==> src/rtl/seq_cmp_pkg.sv <==
// Shared types and defaults for the digit-serial unsigned comparator.
package seq_cmp_pkg;

    typedef enum logic [1:0] {
        StIdle,
        StScan,
        StDone
    } cmp_state_e;

    localparam int unsigned DefaultWidth     = 32;
    localparam int unsigned DefaultDigit     = 4;
    localparam int unsigned DefaultNumDigits = DefaultWidth / DefaultDigit;

    function automatic int unsigned num_digits(int unsigned width, int unsigned digit);
        return width / digit;
    endfunction

endpackage

==> src/rtl/cmp_digit.sv <==
// Combinational compare of one DIGIT-bit slice of each operand.
module cmp_digit
    import seq_cmp_pkg::*;
#(
    parameter int unsigned DIGIT = DefaultDigit
) (
    input  logic [DIGIT-1:0] a,
    input  logic [DIGIT-1:0] b,
    output logic             gt,
    output logic             eq
);

    assign gt = (a > b);
    assign eq = (a == b);

endmodule

==> src/rtl/seq_comparator_ge.sv <==
// Digit-serial unsigned a >= b comparator, MSB digit first with early exit.
// Define SEQ_CMP_EQ_OUT_EN to add the registered eq output.
module seq_comparator_ge
    import seq_cmp_pkg::*;
#(
    parameter int unsigned WIDTH = DefaultWidth,
    parameter int unsigned DIGIT = DefaultDigit
) (
    input  logic             clk,
    input  logic             rst,
    input  logic             in_valid,
    output logic             in_ready,
    input  logic [WIDTH-1:0] a,
    input  logic [WIDTH-1:0] b,
    output logic             out_valid,
    input  logic             out_ready,
`ifdef SEQ_CMP_EQ_OUT_EN
    output logic             eq,
`endif
    output logic             ge
);

    localparam int unsigned NumDigits = num_digits(WIDTH, DIGIT);
    localparam int unsigned IdxW      = (NumDigits > 1) ? $clog2(NumDigits) : 1;
    localparam logic [IdxW-1:0] MsbIdx = IdxW'(NumDigits - 1);

    if (WIDTH % DIGIT != 0) begin : gen_bad_cfg
        $error("seq_comparator_ge: WIDTH must be a multiple of DIGIT");
    end

    cmp_state_e       state_q, state_d;
    logic [WIDTH-1:0] a_q, a_d, b_q, b_d;
    logic [IdxW-1:0]  idx_q, idx_d;
    logic             ge_q, ge_d;
`ifdef SEQ_CMP_EQ_OUT_EN
    logic             eq_q, eq_d;
`endif

    logic [WIDTH-1:0] a_sh, b_sh;
    logic [DIGIT-1:0] a_dig, b_dig;
    logic             dig_gt, dig_eq;

    always_comb begin
        a_sh  = a_q >> (idx_q * DIGIT);
        b_sh  = b_q >> (idx_q * DIGIT);
        a_dig = a_sh[DIGIT-1:0];
        b_dig = b_sh[DIGIT-1:0];
    end

    cmp_digit #(
        .DIGIT (DIGIT)
    ) u_cmp_digit (
        .a  (a_dig),
        .b  (b_dig),
        .gt (dig_gt),
        .eq (dig_eq)
    );

    always_comb begin
        state_d   = state_q;
        a_d       = a_q;
        b_d       = b_q;
        idx_d     = idx_q;
        ge_d      = ge_q;
`ifdef SEQ_CMP_EQ_OUT_EN
        eq_d      = eq_q;
`endif
        in_ready  = 1'b0;
        out_valid = 1'b0;

        unique case (state_q)
            StIdle: begin
                in_ready = 1'b1;
                if (in_valid) begin
                    a_d     = a;
                    b_d     = b;
                    idx_d   = MsbIdx;
                    state_d = StScan;
                end
            end
            StScan: begin
                // First unequal digit from the top decides the result.
                if (!dig_eq) begin
                    ge_d    = dig_gt;
`ifdef SEQ_CMP_EQ_OUT_EN
                    eq_d    = 1'b0;
`endif
                    state_d = StDone;
                end else if (idx_q == '0) begin
                    ge_d    = 1'b1;
`ifdef SEQ_CMP_EQ_OUT_EN
                    eq_d    = 1'b1;
`endif
                    state_d = StDone;
                end else begin
                    idx_d = idx_q - 1'b1;
                end
            end
            StDone: begin
                out_valid = 1'b1;
                if (out_ready) begin
                    state_d = StIdle;
                end
            end
            default: state_d = StIdle;
        endcase
    end

    always_ff @(posedge clk) begin
        if (rst) begin
            state_q <= StIdle;
            a_q     <= '0;
            b_q     <= '0;
            idx_q   <= '0;
            ge_q    <= 1'b0;
`ifdef SEQ_CMP_EQ_OUT_EN
            eq_q    <= 1'b0;
`endif
        end else begin
            state_q <= state_d;
            a_q     <= a_d;
            b_q     <= b_d;
            idx_q   <= idx_d;
            ge_q    <= ge_d;
`ifdef SEQ_CMP_EQ_OUT_EN
            eq_q    <= eq_d;
`endif
        end
    end

    assign ge = ge_q;
`ifdef SEQ_CMP_EQ_OUT_EN
    assign eq = eq_q;
`endif

endmodule

==> config.mk <==
export PLATFORM = sky130hd
export DESIGN_NAME = seq_comparator_ge
export DESIGN_NICKNAME = d
export VERILOG_FILES = /design/src/rtl/seq_cmp_pkg.sv /design/src/rtl/cmp_digit.sv /design/src/rtl/seq_comparator_ge.sv
export SDC_FILE = /design/constraint.sdc
export NUM_CORES = 1
export LEC_CHECK = 0
export CAP_MARGIN = 20
export CORE_MARGIN = 4
export CORE_UTILIZATION = 45
export DETAILED_ROUTE_END_ITERATION = 6
export PLACE_DENSITY = 0.84
export SYNTH_ARGS = -nofsm -noshare
export SYNTH_HDL_FRONTEND = slang
export SYNTH_HIERARCHICAL = 1
export SYNTH_SLANG_ARGS = --single-unit
==> constraint.sdc <==
create_clock -name clk -period 2.4 [get_ports clk]
set_input_delay 0.6 -clock clk [delete_from_list [all_inputs] [get_ports clk]]
set_output_delay 0.6 -clock clk [all_outputs]
set_load 0.01 [all_outputs]
==> qor.log <==
[status] outcome complete, but fails checks
[status] violated checks negative setup slack
[worst_setup_path] critical path depth 9
[timing] worst slew slack as a fraction of its limit 55.7%
[worst_setup_path] Bufs and invs on worst path 3
[floorplanning] row count 30
[routing] post-DR wirelength/cell 15.5 um
[clock_network] quantity of hold-fixing buffers added after cts 0
[synthesis] synthesized netlist net count 428
[timing] number of max-slew violations in the final report 0
[synthesis] sequential cell area fraction in the yosys report 44.4%
[finish] Multi-input gate area 1640 um^2
[floorplanning] DIE AREA 8430 um^2
[pwr] power share of the combinational group 30.2%
[finish] antenna diode count 0
[finish] final cell utilization of the core 62.3%
[global_routing] initial antenna violation count 0
[timing] Hold Worst Slack 459 ps
[clock_network] clock buffers created by TritonCTS 9
[synthesis] post-synthesis register bit count 70
[global_routing] most utilized layer in the global route result met2
[synthesis] most area-hungry cell type in the Yosys netlist dfxtp_1
[worst_setup_path] delay of the slowest cell on the worst path 480 ps
[global_routing] GRT Residual Overflow 0
[timing] unrepaired setup endpoints after global routing yes
[clock_network] worst-case clock buffer depth 2
[floorplanning] area of the core 6790 um^2
[timing] clock period minus worst slack 2430 ps
[timing] final setup vio count 2
[finish] fraction of layout cells with a size suffix above 1 15.2%
[timing] achievable frequency 412 MHz
[timing] largest clock skew in the final design 10.9 ps
[global_routing] GRT met2 Usage 32.5%
[clock_network] Skew-Pair Late Insertion Delay 350 ps
[floorplanning] height of the chip 91.8 um
[pwr] clock group share of total power 27.2%
[global_routing] met1 track utilization from global routing 21.7%
[routing] initial DRC count 228
[worst_setup_path] Critical Path Source Type flip-flop
[synthesis] Post-Synthesis Cells 354
[finish] area occupied by registers 1410 um^2
[routing] Detailed Route WL 7990 um
[worst_setup_path] WP data arrival 2680 ps
[routing] number of detailed-routing iterations run before antenna repair 4
[routing] via total after detailed routing 2753
[pwr] worst voltage drop across the vdd grid 430 uV
[pwr] sequential share of power 42.7%
[clock_network] CTS tree built
[placed_design] routability cong. 0.841
[timing] worst setup margin -27.1 ps
[pwr] leak pwr 1.58 nW
[pwr] internal power consumption 2.23 mW
[placed_design] placed wire-length estimate 5170 um
[routing] DRC violations left 0
[finish] commonest cells after routing, fill and taps aside 128 x nand2_1, 69 x dfxtp_1, 69 x clkdlybuf4s50_1
[synthesis] share of Yosys cell area claimed by the top area cell type 44.4%
[floorplanning] num ports 71
[worst_setup_path] CP Cell Sequence buf_12, buf_6, mux4_2, mux2_4, inv_4, ha_4, and4_4, and4b_1, o31a_1
[min_path] type of the tightest min-delay check flip-flop to flip-flop
[floorplanning] width of the chip 91.8 um
[finish] Layout fillers 551
[global_routing] wire length of the first global-routing pass 12600 um
[worst_setup_path] path type of the worst setup path flip-flop to flip-flop
[pwr] switching component of the power 0.940 mW
[placed_design] Setup WS pre-CTS -60.1 ps
[worst_setup_path] required time at the endpoint of the critical path 2650 ps
[synthesis] number of unique standard cell types used by synthesis 33
[worst_setup_path] endpoint type of the worst setup path flip-flop
[pwr] fraction of power spent switching nets 29.6%
[worst_setup_path] slowest CP cell mux4_2
[worst_setup_path] worst-case reg-to-reg path depth 9
[placed_design] input/output buffers 70
[synthesis] share of synthesized registers carrying an async set or reset 0%
[finish] most common cell after layout, fill and taps aside nand2_1
[job] maxcap violations 0
[routing] remaining antenna violation count after routing 0
[synthesis] flip-flop cell with the highest count after synthesis dfxtp_1
[global_routing] pin count of the biggest net entering global routing 68
[finish] Layout area overhead 33.9%
[timing] count of endpoints failing hold in the final timing report 0
[synthesis] Post-synth EDFFs 0
[worst_setup_path] Worst path top cell family by delay multiplexers
[synthesis] Post-Syn Area per Cell 8.92 um^2
[clock_network] number of H-tree branching levels 3
[clock_network] CTS root buf clkbuf_8
[synthesis] largest cells by area after synthesis dfxtp_1 44%, nand2_1 15%, a21oi_1 11%, mux4_1 6.7%, mux4_2 5.7%
[routing] via/cell ratio 5.32
[finish] Final Net Count 492
[clock_network] clock-pin slew on the worst setup and hold paths 70 ps
[timing] slew at the pin closest to its max-slew limit 663 ps
[global_routing] total routing usage reported by global routing 19.0%
[min_path] Hold Path Cell Cnt 2
[global_routing] via count of the first global-routing pass 2749
[synthesis] total number of yosys warnings 6
[clock_network] clock net sink count 70
[synthesis] Post-Synthesis Cell Area 3160 um^2
[global_routing] met3 usage in global routing 6.73%
[pwr] PD cells 749 nW/um^2
[timing] Tcrit/Tclk final 101%
[worst_setup_path] Max Fanout on Critical Path 6
[floorplanning] initial core utilization 46.5%
cell usage after synthesis, drive strengths merged (2+ instances only):
library cell	count
nand2	128
dfxtp	70
a21oi	68
mux4	16
buf	14
clkbuf	14
mux2	8
ha	6
inv	6
nor2	3
nor2b	3
nor3	2
nor3b	2
layer usage:
layer	routed length [um]	vias up
li1	-	1327
met2	4040	121
met1	3050	1280
met5	0	-
met4	263	0
met3	637	25
through the flow:
stage               cells  power, mW  setup TNS [ps]  area, um^2
floorplan             354       1.89               0        3160
finish                517       3.17           -32.9        4230
detailed placement    500       2.17            -119        3960
global placement      500       2.13               0        3960
global route          517       3.30            -225        4230
CTS                   516       3.10               0        4220
registers in the layout, indices dropped and copies added, names as in the netlist:
register / flops
a_q: 32
ge: 1
b_q: 32
idx_q: 3
state_q: 2
path summary, 6_finish.rpt:
check	startpoint	to	slack [ps]
worst max-delay path	idx_q[0]$_SDFFE_PP0P_	idx_q[2]$_SDFFE_PP0P_	-30
worst min-delay path	a_q[2]$_SDFFE_PP0P_	a_q[2]$_SDFFE_PP0P_	460
worst max register to register	idx_q[0]$_SDFFE_PP0P_	idx_q[2]$_SDFFE_PP0P_	-30
worst min register to register	a_q[2]$_SDFFE_PP0P_	a_q[2]$_SDFFE_PP0P_	460
logic make-up (layout without fill, tap and decap cells):
kind of cell / after synthesis / in the layout / share of synthesized area (%)
AND/OR/NAND/NOR: 143 / 144 / 18.5
adder cells (fa/ha/maj): 6 / 6 / 2.38
buffers and inverters: 34 / 100 / 5.27
multiplexers: 24 / 24 / 16.2
flip-flops: 70 / 70 / 44.4
AO/OA/AOI/OAI: 77 / 77 / 13.4
repair_timing:
item	4_1_cts	5_1_grt
setup endpoints to repair	3	5
resized for setup	12	12
buffers inserted	0	1
gates cloned	2	0
pin swaps	1	4
area by class of cell:
cell class                 instances  area share (%)
sequential                        70            33.2
clock inverter                     1           0.118
clock buffer                      13            3.99
tap                               96            2.84
inverter                           6           0.651
multi-input combinational        251            38.7
timing repair buffer              80            20.4
power groups by stage:
stage                     Sequential, mW  Clock, mW  Combinational, mW
final                               1.35      0.861              0.956
after global routing                1.36      0.908               1.03
after CTS                           1.35      0.859              0.892
after detailed placement            1.37          0              0.806
after global placement              1.36          0              0.765
after floorplan                     1.33          0              0.554
tightest hold or removal path: cells and delay by family, from the launching register on:
kind / cells / cell delay, ps
AOI/OAI and AO/OA: 1 / 50
DFF: 1 / 310
and+or+nand+nor: 1 / 50
(Power assumes the default switching activity.)
